===== src/rtl/alu_muldiv_unit.sv =====
// alu_muldiv_unit: iterative MULT/MULTU/DIV/DIVU into HI/LO, plus MTHI/MTLO, with flush cancel
//   clk, reset (async, active-high); start/op/In1/In2 request (sampled only while idle);
//   cancel aborts an in-flight mul/div; busy stalls HI/LO readers; done pulses when a result lands;
//   hi/lo are the architectural HI/LO registers.
module alu_muldiv_unit #(
  parameter int WIDTH = 32
) (
  input  logic             clk,
  input  logic             reset,
  input  logic             start,
  input  logic [2:0]       op,
  input  logic [WIDTH-1:0] In1,
  input  logic [WIDTH-1:0] In2,
  input  logic             cancel,
  output logic             busy,
  output logic             done,
  output logic [WIDTH-1:0] hi,
  output logic [WIDTH-1:0] lo
);
  localparam int CW = $clog2(WIDTH);
  typedef enum logic [1:0] {IDLE, CALC, FIX} state_t;
  state_t state_q, state_d;
  logic [CW-1:0] cnt_q, cnt_d;
  logic div_q, div_d, neg_q, neg_d, negr_q, negr_d, done_q, done_d;
  logic [WIDTH-1:0] b_q, b_d, ph_q, ph_d, pl_q, pl_d, hi_q, hi_d, lo_q, lo_d;
  logic s1, s2;
  logic [WIDTH-1:0] m1, m2;
  logic [WIDTH:0] sum, r, diff;
  logic [2*WIDTH-1:0] prod;
  always_comb begin
    s1 = ~op[0] & In1[WIDTH-1];
    s2 = ~op[0] & In2[WIDTH-1];
    m1 = s1 ? -In1 : In1;
    m2 = s2 ? -In2 : In2;
    // ph:pl is the product (mul) or remainder:dividend/quotient (div); b is multiplicand or divisor
    sum = {1'b0, ph_q} + (pl_q[0] ? {1'b0, b_q} : '0);
    r = {ph_q, pl_q[WIDTH-1]};
    // diff[WIDTH] set means the trial subtraction borrowed, so the remainder is restored
    diff = r - {1'b0, b_q};
    prod = neg_q ? -{ph_q, pl_q} : {ph_q, pl_q};
    state_d = state_q;
    cnt_d = cnt_q;
    div_d = div_q;
    neg_d = neg_q;
    negr_d = negr_q;
    b_d = b_q;
    ph_d = ph_q;
    pl_d = pl_q;
    hi_d = hi_q;
    lo_d = lo_q;
    done_d = 1'b0;
    case (state_q)
      IDLE: begin
        if (start && !cancel && !op[2]) begin
          state_d = CALC;
          cnt_d = CW'(WIDTH - 1);
          div_d = op[1];
          neg_d = s1 ^ s2;
          negr_d = s1;
          b_d = op[1] ? m2 : m1;
          ph_d = '0;
          pl_d = op[1] ? m1 : m2;
        end else if (start && !cancel && op[2:1] == 2'b10) begin
          hi_d = op[0] ? hi_q : In1;
          lo_d = op[0] ? In1 : lo_q;
        end
      end
      CALC: begin
        state_d = cancel ? IDLE : (cnt_q == '0 ? FIX : CALC);
        cnt_d = cnt_q - 1'b1;
        ph_d = div_q ? (diff[WIDTH] ? r[WIDTH-1:0] : diff[WIDTH-1:0]) : sum[WIDTH:1];
        pl_d = div_q ? {pl_q[WIDTH-2:0], ~diff[WIDTH]} : {sum[0], pl_q[WIDTH-1:1]};
      end
      FIX: begin
        state_d = IDLE;
        if (!cancel) begin
          done_d = 1'b1;
          // a zero divisor leaves the dividend in ph, so only the quotient needs overriding
          hi_d = div_q ? (negr_q ? -ph_q : ph_q) : prod[2*WIDTH-1:WIDTH];
          lo_d = div_q ? (b_q == '0 ? '1 : (neg_q ? -pl_q : pl_q)) : prod[WIDTH-1:0];
        end
      end
      default: state_d = IDLE;
    endcase
  end
  always_ff @(posedge clk or posedge reset) begin
    if (reset) begin
      state_q <= IDLE;
      cnt_q <= '0;
      div_q <= 1'b0;
      neg_q <= 1'b0;
      negr_q <= 1'b0;
      done_q <= 1'b0;
      b_q <= '0;
      ph_q <= '0;
      pl_q <= '0;
      hi_q <= '0;
      lo_q <= '0;
    end else begin
      state_q <= state_d;
      cnt_q <= cnt_d;
      div_q <= div_d;
      neg_q <= neg_d;
      negr_q <= negr_d;
      done_q <= done_d;
      b_q <= b_d;
      ph_q <= ph_d;
      pl_q <= pl_d;
      hi_q <= hi_d;
      lo_q <= lo_d;
    end
  end
  assign busy = state_q != IDLE;
  assign done = done_q;
  assign hi = hi_q;
  assign lo = lo_q;
endmodule


===== config.mk =====
export PLATFORM = sky130hd
export DESIGN_NAME = alu_muldiv_unit
export DESIGN_NICKNAME = d
export VERILOG_FILES = /design/src/rtl/alu_muldiv_unit.sv
export SDC_FILE = /design/constraint.sdc
export NUM_CORES = 1
export LEC_CHECK = 0
export ABC_AREA = 1
export CAP_MARGIN = 5
export CORE_ASPECT_RATIO = 1.1
export CORE_MARGIN = 5
export CORE_UTILIZATION = 59
export CTS_BUF_LIST = sky130_fd_sc_hd__clkbuf_16
export DETAILED_ROUTE_END_ITERATION = 8
export GPL_ROUTABILITY_DRIVEN = 0
export PLACE_DENSITY = 0.8
export SYNTH_ARGS = -nofsm -noshare
export SYNTH_HDL_FRONTEND = slang
export SYNTH_SLANG_ARGS = --single-unit
export TNS_END_PERCENT = 50

===== constraint.sdc =====
create_clock -name clk -period 15.95 [get_ports clk]
set_clock_uncertainty 0.2 [all_clocks]
set_input_delay 3.19 -clock clk [delete_from_list [all_inputs] [get_ports clk]]
set_output_delay 3.19 -clock clk [all_outputs]
set_load 0.01 [all_outputs]

== Word level (Yosys, flattened, before mapping) ==
Cells that the tools add are included.

* Output and inout port bits: 66
* Input port bits: 71
* Bits in registers: 171
* Logic and storage cells: 84

* Multiplexer cells: 36
* Equality and inequality tests: 9
* Bitwise operators: 5
* $add $sub $neg: 8
* Reduce and logical (&&, ||, !) cells: 15

{| class="wikitable"
|+ Operator list
! operator !! count
|-
| 2-to-1 mux 32 bit || 23
|-
| one-hot mux 32 bit (2 select lines) || 4
|-
| negator 32 bit || 4
|-
| 2-to-1 mux 64 bit || 1
|-
| negator 64 bit || 1
|-
| adder 32 x 32 -> 33 bit || 1
|-
| subtractor 33 x 32 -> 33 bit || 1
|-
| zero test 32 bit || 1
|-
| inequality test 2 bit (second input constant) || 6
|-
| one-hot mux 5 bit (2 select lines) || 1
|-
| AND reduction 5 bit || 2
|-
| 2-to-1 mux 2 bit || 3
|-
| nonzero test 2 bit || 3
|-
| zero test 5 bit || 1
|-
| 2-to-1 mux 5 bit || 1
|-
| subtractor 5 x 1 -> 5 bit (second input constant) || 1
|-
| equality test 2 bit (second input constant) || 2
|-
| one-hot mux 2 bit (2 select lines) || 1
|-
| AND reduction 2 bit || 2
|-
| logical AND 1 bit || 3
|-
| bitwise AND 1 bit || 2
|-
| equality test 2 x 1 -> 1 bit (second input constant) || 1
|-
| zero test 1 bit || 2
|-
| zero test 2 bit || 1
|-
| other kinds (3) || 5
|}

== Longest topological paths before layout ==
* Word-level depth: 6
* Depth in mapped cells: 20
* Gate-level depth less buffers: 19

== Worst setup path after synthesis ==
No wires, ideal clock.

* Kind: input port to flip-flop
* From: input port In1[1]
* To: register pl_q[18]
* Buffers on the path: 0
* Arrival: 4,479 ps
* Stages on the path: 14
* Setup time: 77 ps
* Required time: 15,673 ps
* Path slack: 11,193 ps
* Path through: inv_1 > ha_1 > nand3_1 > inv_1 > nand3_1 > nor2_1 > nand2_1 > nor2_1 > nand2_1 > nand2_1 > nand2_1 > nand3_1 > nand3_1 > a21oi_1

* Cells in the longest elaborated chain, start to end: 5

{| class="wikitable"
|+ Ends and longest elaborated chain
! item !! line !! RTL
|-
| from (decl) || 12 || <nowiki>input logic [WIDTH-1:0] In1,</nowiki>
|-
| negator 32 bit || 33 || <nowiki>m1 = s1 ? -In1 : In1;</nowiki>
|-
| 2-to-1 mux 32 bit || 33 ||
|-
| 2-to-1 mux 32 bit || 62 || <nowiki>pl_d = op[1] ? m1 : m2;</nowiki>
|-
| 2-to-1 mux 32 bit || 54 || <nowiki>if (start && !cancel && !op[2]) begin</nowiki>
|-
| one-hot mux 32 bit (2 select lines) || 52 || <nowiki>case (state_q)</nowiki>
|-
| to (signal assigned) || 108 || <nowiki>pl_q <= pl_d;</nowiki>
|-
| to (decl) || 25 || <nowiki>logic [WIDTH-1:0] b_q, b_d, ph_q, ph_d, pl_q, pl_d, hi_q, hi_d, lo_q, lo_d;</nowiki>
|}

No other way between the ends. The select of a mux whose other input is x is not followed.
A chain may end at the register's enable or synchronous reset.

== Worst setup path in the final report ==
* From: input port cancel
* To: register b_q[23]

* Cells in the longest elaborated chain, start to end: 4

{| class="wikitable"
|+ Ends and longest elaborated chain
! item !! line !! RTL
|-
| from (decl) || 14 || <nowiki>input logic cancel,</nowiki>
|-
| zero test 1 bit || n/a ||
|-
| logical AND 1 bit (2 in a row) || 54 ||
|-
| AND reduction 2 bit (no source line) || n/a ||
|-
| to (signal assigned) || 94 || <nowiki>b_q <= '0;</nowiki>
|-
| to (signal assigned) || 106 || <nowiki>b_q <= b_d;</nowiki>
|-
| to (decl) || 25 ||
|}

No other way between the ends.

==> run_results.csv <==
group,metric,value,unit
run_status,status,"completed",
clock_tree,clk_path_buf_depth,2,
clock_tree,cts_tree,"yes",
clock_tree,clock_latency,0.47,ns
critical_path,critPathLaunchType,"primary input",
power,power_density,163.1,nW/um^2
route,via_per_inst,6.152,
global_route,grt_max_degree,86,
route,drc,0,
sta,drv_slew,0,
sta,fmax,159.9,MHz
critical_path,path_common_cell,"inv_1",
placed_design,dp_hpwl,56120,um
floorplan,die_w,176.5,um
route,vias,22110,
critical_path,cpPeakStageDelay,0.78,ns
placed_design,io_buffers,136,
logic_synthesis,syn-instance-count,3103,
critical_path,endpoint_kind,"register",
floorplan,core.rowCount,67,
cells_and_area,layout.cells.most_common,"nand2_1",
sta,tightest_slew,1.334,ns
clock_tree,cts.clk_slew.worst_paths,0.09,ns
cells_and_area,final_area,20180,sq um
cells_and_area,nets,3308,
critical_path,crit_type,"in -> reg",
sta,slew-limit-headroom,10.97,%
floorplan,io-pin-count,137,
global_route,grt_pass1_vias,19710,
cells_and_area,layout_common_cells,"869 x nand2_1, 416 x inv_1, 390 x nor2_1, 378 x nand3_1, 206 x a21oi_1",
critical_path,cp_max_fo,40,
critical_path,worstPathCellList,"clkdlybuf4s50_1, inv_1, nand2_1, nor3_4, buf_4, inv_2, nor2_1, inv_1, a21oi_1, a211o_1",
logic_synthesis,synth_edf_count,0,
logic_synthesis,syn_nets,3245,
logic_synthesis,synth-seq-cells,171,
clock_tree,cts-resized-gates,0,
sta,period_needed,6.254,ns
route,ant_nets,0,
cells_and_area,nFillCells,2860,
clock_tree,cts_max_level,4,
clock_tree,post_cts_buffers,0,
sta,worst_slack,9.696,ns
critical_path,cp.required,16.16,ns
global_route,grt-ovfl-total,0,
sta,fin_crit_sh,39.21,%
run,drv_cap,0,
cells_and_area,antenna_cells,0,
critical_path,cp_num_buf_inv,5,
sta,finalSetupTns,0,ns
logic_synthesis,synth-seq-area-share,23.78,%
sta,setup_viol,0,
logic_synthesis,netlist_area,17990,sq um
clock_tree,clkSinkCount,171,
logic_synthesis,ys_async_sr_fraction,100.0,%
route,wl_per_cell,20.40,um
placed_design,pre_cts_slack,9.410,ns
logic_synthesis,ys_warn_count,0,
clock_tree,cts-root-buf,"clkbuf_16",
power,p_total,0.003291,W
power,p_leak,10.11,nW
critical_path,cp.arrival,6.47,ns
global_route,grt_pass1_wl,109500,um
hold_path,hold_path.class,"reg -> reg",
route,routed_wl,73310,um
placed_design,placed_cell_area,19560,sq um
logic_synthesis,syn_avg_cell_area,5.799,sq um
critical_path,cpMaxStageDelayCell,"nor2_1",
cells_and_area,area_growth,12.12,%
route,drtIter0Drc,3539,
sta,rsz0062_at_grt,"false",
global_route,grtUsageTotal,41.51,%
floorplan,fp.dieArea,34100,sq um
logic_synthesis,yosysUniqueCellTypes,51,
floorplan,coreArea,30260,sq um
global_route,antenna_found_initial,0,
floorplan,dieHeight,193.2,um
sta,final-hold-violation-count,0,
logic_synthesis,ys.flop_type,"dfrtp_1",
clock_tree,cts_buffers,17,
cells_and_area,drive_above_1_share,3.523,%
route,drt_first_pass_iters,7,
clock_tree,cts_hold_buf,0,
power,ir_worst_vdd,0.0001062,V
floorplan,initial_utilization,59.46,%
critical_path,crit_family,"buffers and inverters",
[Yosys cell counts, types with 15 or more instances]
| library cell | number | area (sq um) |
|---|---|---|
| nand2_1 | 869 | 3262 |
| inv_1 | 418 | 1569 |
| nor2_1 | 393 | 1475 |
| nand3_1 | 378 | 1892 |
| a21oi_1 | 206 | 1031 |
| o21ai_0 | 173 | 865.8 |
| dfrtp_1 | 171 | 4279 |
| ha_1 | 69 | 863.3 |
| clkbuf_1 | 64 | 240.2 |
| nand4_1 | 49 | 306.5 |
| xor2_1 | 34 | 297.8 |
| nor3_1 | 28 | 140.1 |
| o211ai_1 | 23 | 172.7 |
| buf_1 | 22 | 82.58 |
| xnor2_1 | 17 | 148.9 |
| a31oi_1 | 15 | 93.84 |
[registers in the layout (all words and copies together) (netlist names)]
signal   count
div_q        1
hi          32
b_q         32
cnt_q        5
negr_q       1
lo          32
ph_q        32
neg_q        1
state_q      2
pl_q        32
done         1
[through the flow]
step	utilization [%]	instances	hold WS, ns
detailed placement	64.62	3560	0.2729
global route	66.67	3593	0.3258
global placement	64.62	3560	0.2667
finish	66.67	3593	0.2858
floorplan	-	3103	0.2734
CTS	66.58	3592	0.2922
[area by class of cell]
cell class                 count  area [sq um]  share of cell area [%]
clock buffer                  17         425.4                   2.109
clock inverter                15         167.7                  0.8310
inverter                     427          1608                   7.969
multi-input combinational   2397         11670                   57.87
sequential                   171          4280                   21.22
tap                          414         518.0                   2.567
timing repair buffer         152          1501                   7.442
[power breakdown]
group / internal, W / switching (W) / total (W)
Clock: 0.000211 / 0.000237 / 0.000448
Combinational: 0.000689 / 0.00136 / 0.00205
Sequential: 0.000554 / 0.000240 / 0.000793
Total: 0.00145 / 0.00184 / 0.00329
[worst reg2reg max path, cell delays in order (launching register included)]
cell and delay (ns):
dfrtp_1 0.34, buf_4 0.55, inv_1 0.55, nor2_1 0.81, nand2_2 0.31, a21oi_1 0.31
or2_0 0.14, nand3_1 0.12, a21oi_1 0.19
[logic make-up (layout without fill, tap and decap cells)]
| kind of cell | Yosys count | count (layout) | synth area share (%) |
|---|---|---|---|
| adders and majority gates | 71 | 71 | 5.020 |
| xor gates and xnor gates | 51 | 51 | 2.482 |
| and+or+nand+nor | 1789 | 1789 | 42.34 |
| DFF | 171 | 171 | 23.78 |
| buffers and inverters | 535 | 611 | 11.47 |
| AOI/OAI and AO/OA | 486 | 486 | 14.91 |
[routing by layer]
metal	up-vias	global-route usage, %	wire length, um
li1	10190	-	-
met4	0	28.45	6381
met3	409	12.50	10540
met2	1671	60.25	29480
met1	9834	53.14	26910
met5	-	0	0
[path summary, 6_finish.rpt]
| check | startpoint | slack (ns) | endpoint | cells past startpoint |
|---|---|---|---|---|
| worst max-delay path | cancel | 9.70 | b_q[23] | 10 |
| worst min-delay path | lo[7] | 0.29 | lo[7] | 2 |
| worst max register to register | neg_q | 12.36 | hi[4] | 8 |
| worst min register to register | lo[7] | 0.29 | lo[7] | 2 |
| max in group asynchronous | reset | 11.32 | div_q | 3 |
| min in group asynchronous | reset | 2.89 | hi[20] | 2 |
Note: power is estimated with default switching activity, not from simulation.
